$ cat src/rtl/timer_pkg.sv
`default_nettype none
// ============================================================================
// Module   : timer_pkg
// Brief    : Register map and CTRL/STATUS bit positions for timer_multi.
// Revision : 1.0 - initial release
// ============================================================================
package timer_pkg;

    localparam logic [2:0] REG_CTRL   = 3'd0;
    localparam logic [2:0] REG_STATUS = 3'd1;
    localparam logic [2:0] REG_RELOAD = 3'd2;
    localparam logic [2:0] REG_COUNT  = 3'd3;
    localparam logic [2:0] REG_CMP    = 3'd4;

    localparam int CTRL_RUN       = 0;
    localparam int CTRL_INTEN     = 1;
    localparam int CTRL_ONESHOT   = 2;
    localparam int CTRL_PRESC_LSB = 8;

    localparam int STATUS_PENDING = 0;

endpackage
`default_nettype wire

$ cat src/rtl/timer_channel.sv
`default_nettype none
// ============================================================================
// Module   : timer_channel
// Brief    : One timer channel: prescaler, counter, RELOAD/CMP, CTRL, pending.
//            CMP register and PWM output exist only with TIMER_MULTI_PWM_EN.
// Revision : 1.0 - initial release
// ============================================================================
module timer_channel
    import timer_pkg::*;
#(
    parameter int WIDTH   = 16,
    parameter int PRESC_W = 8
) (
    input  logic        i_clk,
    input  logic        i_rst,
    input  logic        i_we_ctrl,
    input  logic        i_we_status,
    input  logic        i_we_reload,
    input  logic        i_we_count,
    input  logic        i_we_cmp,
    input  logic [15:0] i_wdata,
    output logic [15:0] o_ctrl_rd,
    output logic [15:0] o_reload_rd,
    output logic [15:0] o_count_rd,
    output logic [15:0] o_cmp_rd,
    output logic        o_pending,
    output logic        o_int,
    output logic        o_pwm
);

    localparam int PW = (PRESC_W > 0) ? PRESC_W : 1;

    logic             r_run;
    logic             r_int_en;
    logic             r_oneshot;
    logic             r_pending;
    logic [PW-1:0]    r_presc;
    logic [PW-1:0]    r_presc_cnt;
    logic [WIDTH-1:0] r_count;
    logic [WIDTH-1:0] r_reload;

    logic [PW-1:0]    w_presc_wr;
    logic             w_tick;
    logic             w_ovf;
    logic             w_unused;

    generate
        if (PRESC_W > 0) begin : g_presc_field
            assign w_presc_wr = i_wdata[CTRL_PRESC_LSB +: PW];
        end else begin : g_no_presc_field
            assign w_presc_wr = '0;
        end
    endgenerate

    assign w_tick   = r_run && (r_presc_cnt == r_presc);
    // A COUNT write on the same edge suppresses the overflow entirely.
    assign w_ovf    = w_tick && (&r_count) && !i_we_count;
    assign w_unused = &{1'b0, i_wdata, i_we_cmp};

    always_ff @(posedge i_clk) begin
        if (i_rst) begin
            r_run       <= 1'b0;
            r_int_en    <= 1'b0;
            r_oneshot   <= 1'b0;
            r_presc     <= '0;
            r_presc_cnt <= '0;
            r_count     <= '0;
            r_reload    <= '0;
            r_pending   <= 1'b0;
        end else begin
            if (i_we_ctrl) begin
                r_run     <= i_wdata[CTRL_RUN];
                r_int_en  <= i_wdata[CTRL_INTEN];
                r_oneshot <= i_wdata[CTRL_ONESHOT];
                r_presc   <= w_presc_wr;
            end else if (w_ovf && r_oneshot) begin
                r_run <= 1'b0;
            end

            if (i_we_ctrl || i_we_count || !r_run || w_tick) begin
                r_presc_cnt <= '0;
            end else begin
                r_presc_cnt <= r_presc_cnt + PW'(1);
            end

            if (i_we_count) begin
                r_count <= i_wdata[WIDTH-1:0];
            end else if (w_ovf) begin
                r_count <= r_reload;
            end else if (w_tick) begin
                r_count <= r_count + WIDTH'(1);
            end

            if (i_we_reload) begin
                r_reload <= i_wdata[WIDTH-1:0];
            end

            // Set beats a simultaneous W1C so no overflow is lost.
            if (w_ovf) begin
                r_pending <= 1'b1;
            end else if (i_we_status && i_wdata[STATUS_PENDING]) begin
                r_pending <= 1'b0;
            end
        end
    end

    always_comb begin
        o_ctrl_rd                         = '0;
        o_ctrl_rd[CTRL_RUN]               = r_run;
        o_ctrl_rd[CTRL_INTEN]             = r_int_en;
        o_ctrl_rd[CTRL_ONESHOT]           = r_oneshot;
        o_ctrl_rd[CTRL_PRESC_LSB +: PW]   = r_presc;
        o_reload_rd                       = '0;
        o_reload_rd[WIDTH-1:0]            = r_reload;
        o_count_rd                        = '0;
        o_count_rd[WIDTH-1:0]             = r_count;
    end

    assign o_pending = r_pending;
    assign o_int     = r_pending && r_int_en;

`ifdef TIMER_MULTI_PWM_EN
    logic [WIDTH-1:0] r_cmp;
    logic             r_pwm;

    always_ff @(posedge i_clk) begin
        if (i_rst) begin
            r_cmp <= '0;
            r_pwm <= 1'b0;
        end else begin
            if (i_we_cmp) begin
                r_cmp <= i_wdata[WIDTH-1:0];
            end
            r_pwm <= r_run && (r_count >= r_cmp);
        end
    end

    always_comb begin
        o_cmp_rd            = '0;
        o_cmp_rd[WIDTH-1:0] = r_cmp;
    end
    assign o_pwm = r_pwm;
`else
    assign o_cmp_rd = '0;
    assign o_pwm    = 1'b0;
`endif

endmodule
`default_nettype wire

$ cat src/rtl/timer_multi.sv
`default_nettype none
// ============================================================================
// Module   : timer_multi
// Brief    : N_CH-channel memory-mapped timer with per-channel interrupts.
//            Optional CMP/PWM per channel via macro TIMER_MULTI_PWM_EN.
// Revision : 1.0 - initial release
// ============================================================================
module timer_multi
    import timer_pkg::*;
#(
    parameter int N_CH    = 4,
    parameter int WIDTH   = 16,
    parameter int PRESC_W = 8,
    parameter int ADDR_W  = 3 + $clog2(N_CH)
) (
    input  logic              i_clk,
    input  logic              i_rst,
    input  logic              i_sel,
    input  logic              i_we,
    input  logic              i_re,
    input  logic [ADDR_W-1:0] i_addr,
    input  logic [15:0]       i_wdata,
    output logic [15:0]       o_rdata,
    output logic              o_rdy,
    output logic [N_CH-1:0]   o_int_vec,
    output logic              o_int_req,
    output logic [N_CH-1:0]   o_pwm
);

    localparam int CH_W = (ADDR_W > 3) ? ADDR_W - 3 : 1;

    logic [CH_W-1:0] w_ch;
    logic [2:0]      w_off;
    logic [15:0]     w_rdata;

    logic [15:0]     w_ctrl_rd   [N_CH];
    logic [15:0]     w_reload_rd [N_CH];
    logic [15:0]     w_count_rd  [N_CH];
    logic [15:0]     w_cmp_rd    [N_CH];
    logic [N_CH-1:0] w_pending;
    logic [N_CH-1:0] w_int;
    logic [N_CH-1:0] w_pwm;

    assign w_off = i_addr[2:0];

    generate
        if (ADDR_W > 3) begin : g_ch_field
            assign w_ch = i_addr[ADDR_W-1:3];
        end else begin : g_single_ch
            assign w_ch = '0;
        end
    endgenerate

    // Channel indices at or above N_CH match no instance, so they decode to nothing.
    generate
        for (genvar c = 0; c < N_CH; c++) begin : g_ch
            logic w_wr;
            assign w_wr = i_sel && i_we && (w_ch == CH_W'(c));

            timer_channel #(
                .WIDTH   (WIDTH),
                .PRESC_W (PRESC_W)
            ) u_channel (
                .i_clk       (i_clk),
                .i_rst       (i_rst),
                .i_we_ctrl   (w_wr && (w_off == REG_CTRL)),
                .i_we_status (w_wr && (w_off == REG_STATUS)),
                .i_we_reload (w_wr && (w_off == REG_RELOAD)),
                .i_we_count  (w_wr && (w_off == REG_COUNT)),
                .i_we_cmp    (w_wr && (w_off == REG_CMP)),
                .i_wdata     (i_wdata),
                .o_ctrl_rd   (w_ctrl_rd[c]),
                .o_reload_rd (w_reload_rd[c]),
                .o_count_rd  (w_count_rd[c]),
                .o_cmp_rd    (w_cmp_rd[c]),
                .o_pending   (w_pending[c]),
                .o_int       (w_int[c]),
                .o_pwm       (w_pwm[c])
            );
        end
    endgenerate

    always_comb begin
        w_rdata = '0;
        if (i_sel && i_re) begin
            for (int c = 0; c < N_CH; c++) begin
                if (w_ch == CH_W'(c)) begin
                    case (w_off)
                        REG_CTRL:   w_rdata = w_ctrl_rd[c];
                        REG_STATUS: w_rdata[STATUS_PENDING] = w_pending[c];
                        REG_RELOAD: w_rdata = w_reload_rd[c];
                        REG_COUNT:  w_rdata = w_count_rd[c];
                        REG_CMP:    w_rdata = w_cmp_rd[c];
                        default:    w_rdata = '0;
                    endcase
                end
            end
        end
    end

    assign o_rdata   = w_rdata;
    assign o_rdy     = i_sel;
    assign o_int_vec = w_int;
    assign o_int_req = |w_int;
    assign o_pwm     = w_pwm;

endmodule
`default_nettype wire

$ cat config.mk
export PLATFORM = sky130hd
export DESIGN_NAME = timer_multi
export DESIGN_NICKNAME = d
export VERILOG_FILES = /design/src/rtl/timer_pkg.sv /design/src/rtl/timer_channel.sv /design/src/rtl/timer_multi.sv
export SDC_FILE = /design/constraint.sdc
export NUM_CORES = 1
export LEC_CHECK = 0
export ABC_AREA = 0
export CELL_PAD_IN_SITES_DETAIL_PLACEMENT = 1
export CELL_PAD_IN_SITES_GLOBAL_PLACEMENT = 1
export CORE_MARGIN = 10
export CORE_UTILIZATION = 42
export CTS_BUF_LIST = sky130_fd_sc_hd__clkbuf_4 sky130_fd_sc_hd__clkbuf_8
export CTS_CLUSTER_SIZE = 20
export DETAILED_ROUTE_END_ITERATION = 8
export GPL_TIMING_DRIVEN = 0
export HOLD_SLACK_MARGIN = 0.08
export PLACE_DENSITY = 0.8
export SLEW_MARGIN = 30
export SYNTH_ARGS = -nofsm -noshare
export SYNTH_HDL_FRONTEND = slang
export SYNTH_SLANG_ARGS = --single-unit
$ cat constraint.sdc
create_clock -name i_clk -period 5.2 [get_ports i_clk]
set_clock_uncertainty 0.1 [all_clocks]
set_input_delay 1.04 -clock i_clk [delete_from_list [all_inputs] [get_ports i_clk]]
set_output_delay 1.04 -clock i_clk [all_outputs]
set_load 0.005 [all_outputs]
==> metrics.md <==
| Metric | Value |
|---|---|
| Status | `completed` |
| FP Rows | `60` |
| Worst skew pair latency | `0.55 ns` |
| # fillers | `3436` |
| Fraction of layout cells with a size suffix above 1 | `0.107` |
| Final Hold Slack | `0.358 ns` |
| Achievable Freq | `194 MHz` |
| H-tree levels | `2` |
| WL/cell | `26.5 um` |
| Ports | `52` |
| Final setup margin | `0.0476 ns` |
| Hold/Removal Path Class | `flop to flop` |
| Post-route ant nets | `0` |
| Antenna diode count | `0` |
| Via count | `12811` |
| Via/cell ratio | `6.27` |
| Kind of end point of the critical path | `output pin` |
| Post-layout util | `0.497` |
| Post-synthesis sequential area ratio | `0.358` |
| Nets | `1679` |
| Initial core utilization | `0.429` |
| First-pass GRT wire length | `roughly 80 mm` |
| Dpl ws | `-0.805 ns` |
| Lkg Pwr | `between 0.004 and 0.005 uW` |
| CP Max Fanout | `10` |
| Synth cell types | `69` |
| Grt total ovfl | `0` |
| Final min period | `around 5.2 ns` |
| Largest delay share family, worst path | `buffers and inverters` |
| DIE AREA | `0.0347 mm2` |
| Clk pin slew, worst setup/hold paths | `0.05 ns` |
| CTS tree | `built` |
| RePlAce Congestion | `1.02` |
| CTS Buf Count | `40` |
| Main synth FF type | `dfxtp_1` |
| Commonest cells after routing, fill and taps aside | `nand2_1, dfxtp_1, a21oi_1, nor2_1, clkbuf_1` |
| Mapped Cells | `1559` |
| Tot GR Track Use | `0.298` |
| Startpoint Class | `primary input` |
| Setup Fix Bufs, Post-CTS | `0` |
| Max-slew headroom | `0.289` |
| Fin Setup TNS | `0 ns` |
| Final worst-path cycle share | `0.991` |
| Root buf cell | `clkbuf_8` |
| DRT iter0 DRCs | `roughly 1400` |
| Initial DRT Pass Iterations | `5` |
| Crit path cell chain | `clkdlybuf4s50_1, nor2b_2, nor2b_4, clkbuf_4, a22oi_1, mux2i_1, a32oi_1, a211oi_2, clkdlybuf4s50_1` |
| Reg2reg setup slack | `2.30 ns` |
| CP dominant cell by count | `clkdlybuf4s50_1` |
| WP data required | `4.06 ns` |
| Syn avg cell area | `7.45 um2` |
| Buf+Inv Stages, Crit Path | `3` |
| Flops & latches, synth | `208` |
| Pwr/cell area | `267 mW/mm2` |
| DP HPWL | `39.4 mm` |
| # DRC | `0` |
| Core box area | `0.0271 mm2` |
| # clock sinks | `about 210` |
| Worst Path Arrival | `4.01 ns` |
| Initial antenna violation count | `0` |
| Setup CP Type | `primary input to output pin` |
| Cell Area, Synth | `about 0.012 mm2` |
| Pin count of the biggest net entering global routing | `11` |
| Pins over their slew limit | `0` |
| Peak VDD IR | `around 190 uV` |
| Post-synth EDFFs | `0` |
| Die Y | `186 um` |
| Final Hold Viols | `0` |
| Synthesis warning total | `0` |
| PortBufs | `40` |
| Vias in the first global route | `~13000` |
| Routed WL | `54.2 mm` |
| Crit path max-delay cell type | `clkdlybuf4s50_1` |
| Longest Clk Path Bufs | `3` |
| Layout area overhead | `15.9%` |
| Worst stage delay on the critical path | `0.67 ns` |
| Post-synth ARST share | `0` |
| Commonest non-fill, non-tap cell in the layout | `nand2_1` |
| Max-cap violation count | `0` |
| Actual slew at the worst max-slew pin | `1.07 ns` |
| Die X | `186 um` |
| Count of final setup violators | `0` |
## worst register-to-register path: cells and delay by family (launching register included)
family	cells	cell delay (ns)
AND/OR/NAND/NOR	3	1.23
flip-flops	1	0.48
buffers and inverters	1	0.38
AO/OA/AOI/OAI	2	0.35
adder cells (fa/ha/maj)	1	0.28
## metrics by stage
stage	instances	cell area, um2	total power (uW)
after floorplan	1562	11600	1750
after global placement	1974	12500	1870
after detailed placement	1975	12500	1870
after CTS	2043	13400	3590
after global routing	2043	13500	3670
final	2043	13500	3590
## layout make-up
cell class	count	area (um2)	area share
Tap cell	372	465	0.0346
Inverter	25	93.8	0.00697
Clock buffer	65	813	0.0604
Sequential cell	208	4160	0.309
Timing Repair Buffer	41	410	0.0305
Clock inverter	3	17.5	0.00130
Buffer	122	583	0.0433
Multi-Input combinational cell	1207	6920	0.514
## sequential cells by signal (all words and copies together) (netlist names)
| name | flops |
|---|---|
| g_ch.u_channel.o_count_rd | 64 |
| g_ch.u_channel.o_reload_rd | 64 |
| g_ch.u_channel.r_presc | 32 |
| g_ch.u_channel.r_presc_cnt | 32 |
| g_ch.u_channel.o_pending | 4 |
| g_ch.u_channel.r_int_en | 4 |
| g_ch.u_channel.r_oneshot | 4 |
| g_ch.u_channel.r_run | 4 |
## timing repair
action,4_1_cts,5_1_grt
resized for setup,33,28
pin swaps,1,2
setup endpoints to repair,16,16
hold buffers,0,0
## where the power goes
group / internal (uW) / leakage [uW] / switching [uW]
logic: 57.7 / 0.00217 / 189
clock network: 982 / 0.000442 / 754
registers: 1600 / 0.00168 / 9.32
## cells in the mapped netlist (all sizes together) (5+ instances only)
cell type,number,area (um2)
nand2,339,1270
a311oi,8,70.1
or3,12,75.1
dfxtp,208,4160
and2,5,31.3
clkbuf,97,369
or2,7,43.8
and4,6,52.6
xnor2,50,438
o2bb2ai,6,52.6
o21ai,35,175
inv,25,93.8
nand3b,5,37.5
nand4,27,175
o211ai,15,113
ha,8,100
and3,15,93.8
a31oi,19,119
or4,5,37.5
mux2i,17,170
buf,25,154
mux2,37,417
a22o,10,87.6
nand3,53,270
nor3,41,215
a21oi,138,691
a21o,6,45.0
nor2,138,518
a2111oi,6,52.6
a22oi,57,428
nor2b,7,43.8
a211oi,22,165
nand2b,9,56.3
xor2,23,201
nor4,11,83.8
o22ai,30,188
## worst paths after layout
check / from / endpoint / depth (start not counted)
worst min-delay path: g_ch[3].u_channel.o_reload_rd[13]$_SDFFE_PP0P_ / g_ch[3].u_channel.o_reload_rd[13]$_SDFFE_PP0P_ / 2
worst min register to register: g_ch[3].u_channel.o_reload_rd[13]$_SDFFE_PP0P_ / g_ch[3].u_channel.o_reload_rd[13]$_SDFFE_PP0P_ / 2
worst max-delay path: i_addr[1] / o_rdata[6] / 9
worst max register to register: g_ch[2].u_channel.o_count_rd[0]$_SDFFE_PP0P_ / g_ch[2].u_channel.o_count_rd[0]$_SDFFE_PP0P_ / 7
## logic make-up after synthesis
| kind of cell | Yosys count | synth area share |
|---|---|---|
| fa+ha+maj | 8 | 0.00861 |
| flops | 208 | 0.358 |
| other cells | 1 | 0.000323 |
| compound gates | 382 | 0.211 |
| xor+xnor | 73 | 0.0550 |
| simple gates | 686 | 0.263 |
| buf+inv | 147 | 0.0531 |
| mux | 54 | 0.0505 |
## routing by layer
metal  share of wire  global-route usage  vias to the layer above
li1                -                   -                     5682
met2            0.45               0.467                      626
met5               0                   0                        -
met3           0.082              0.0497                      121
met1            0.43               0.399                     6382
met4           0.041               0.121                        0
No activity file was read; power rests on OpenSTA's default activity.
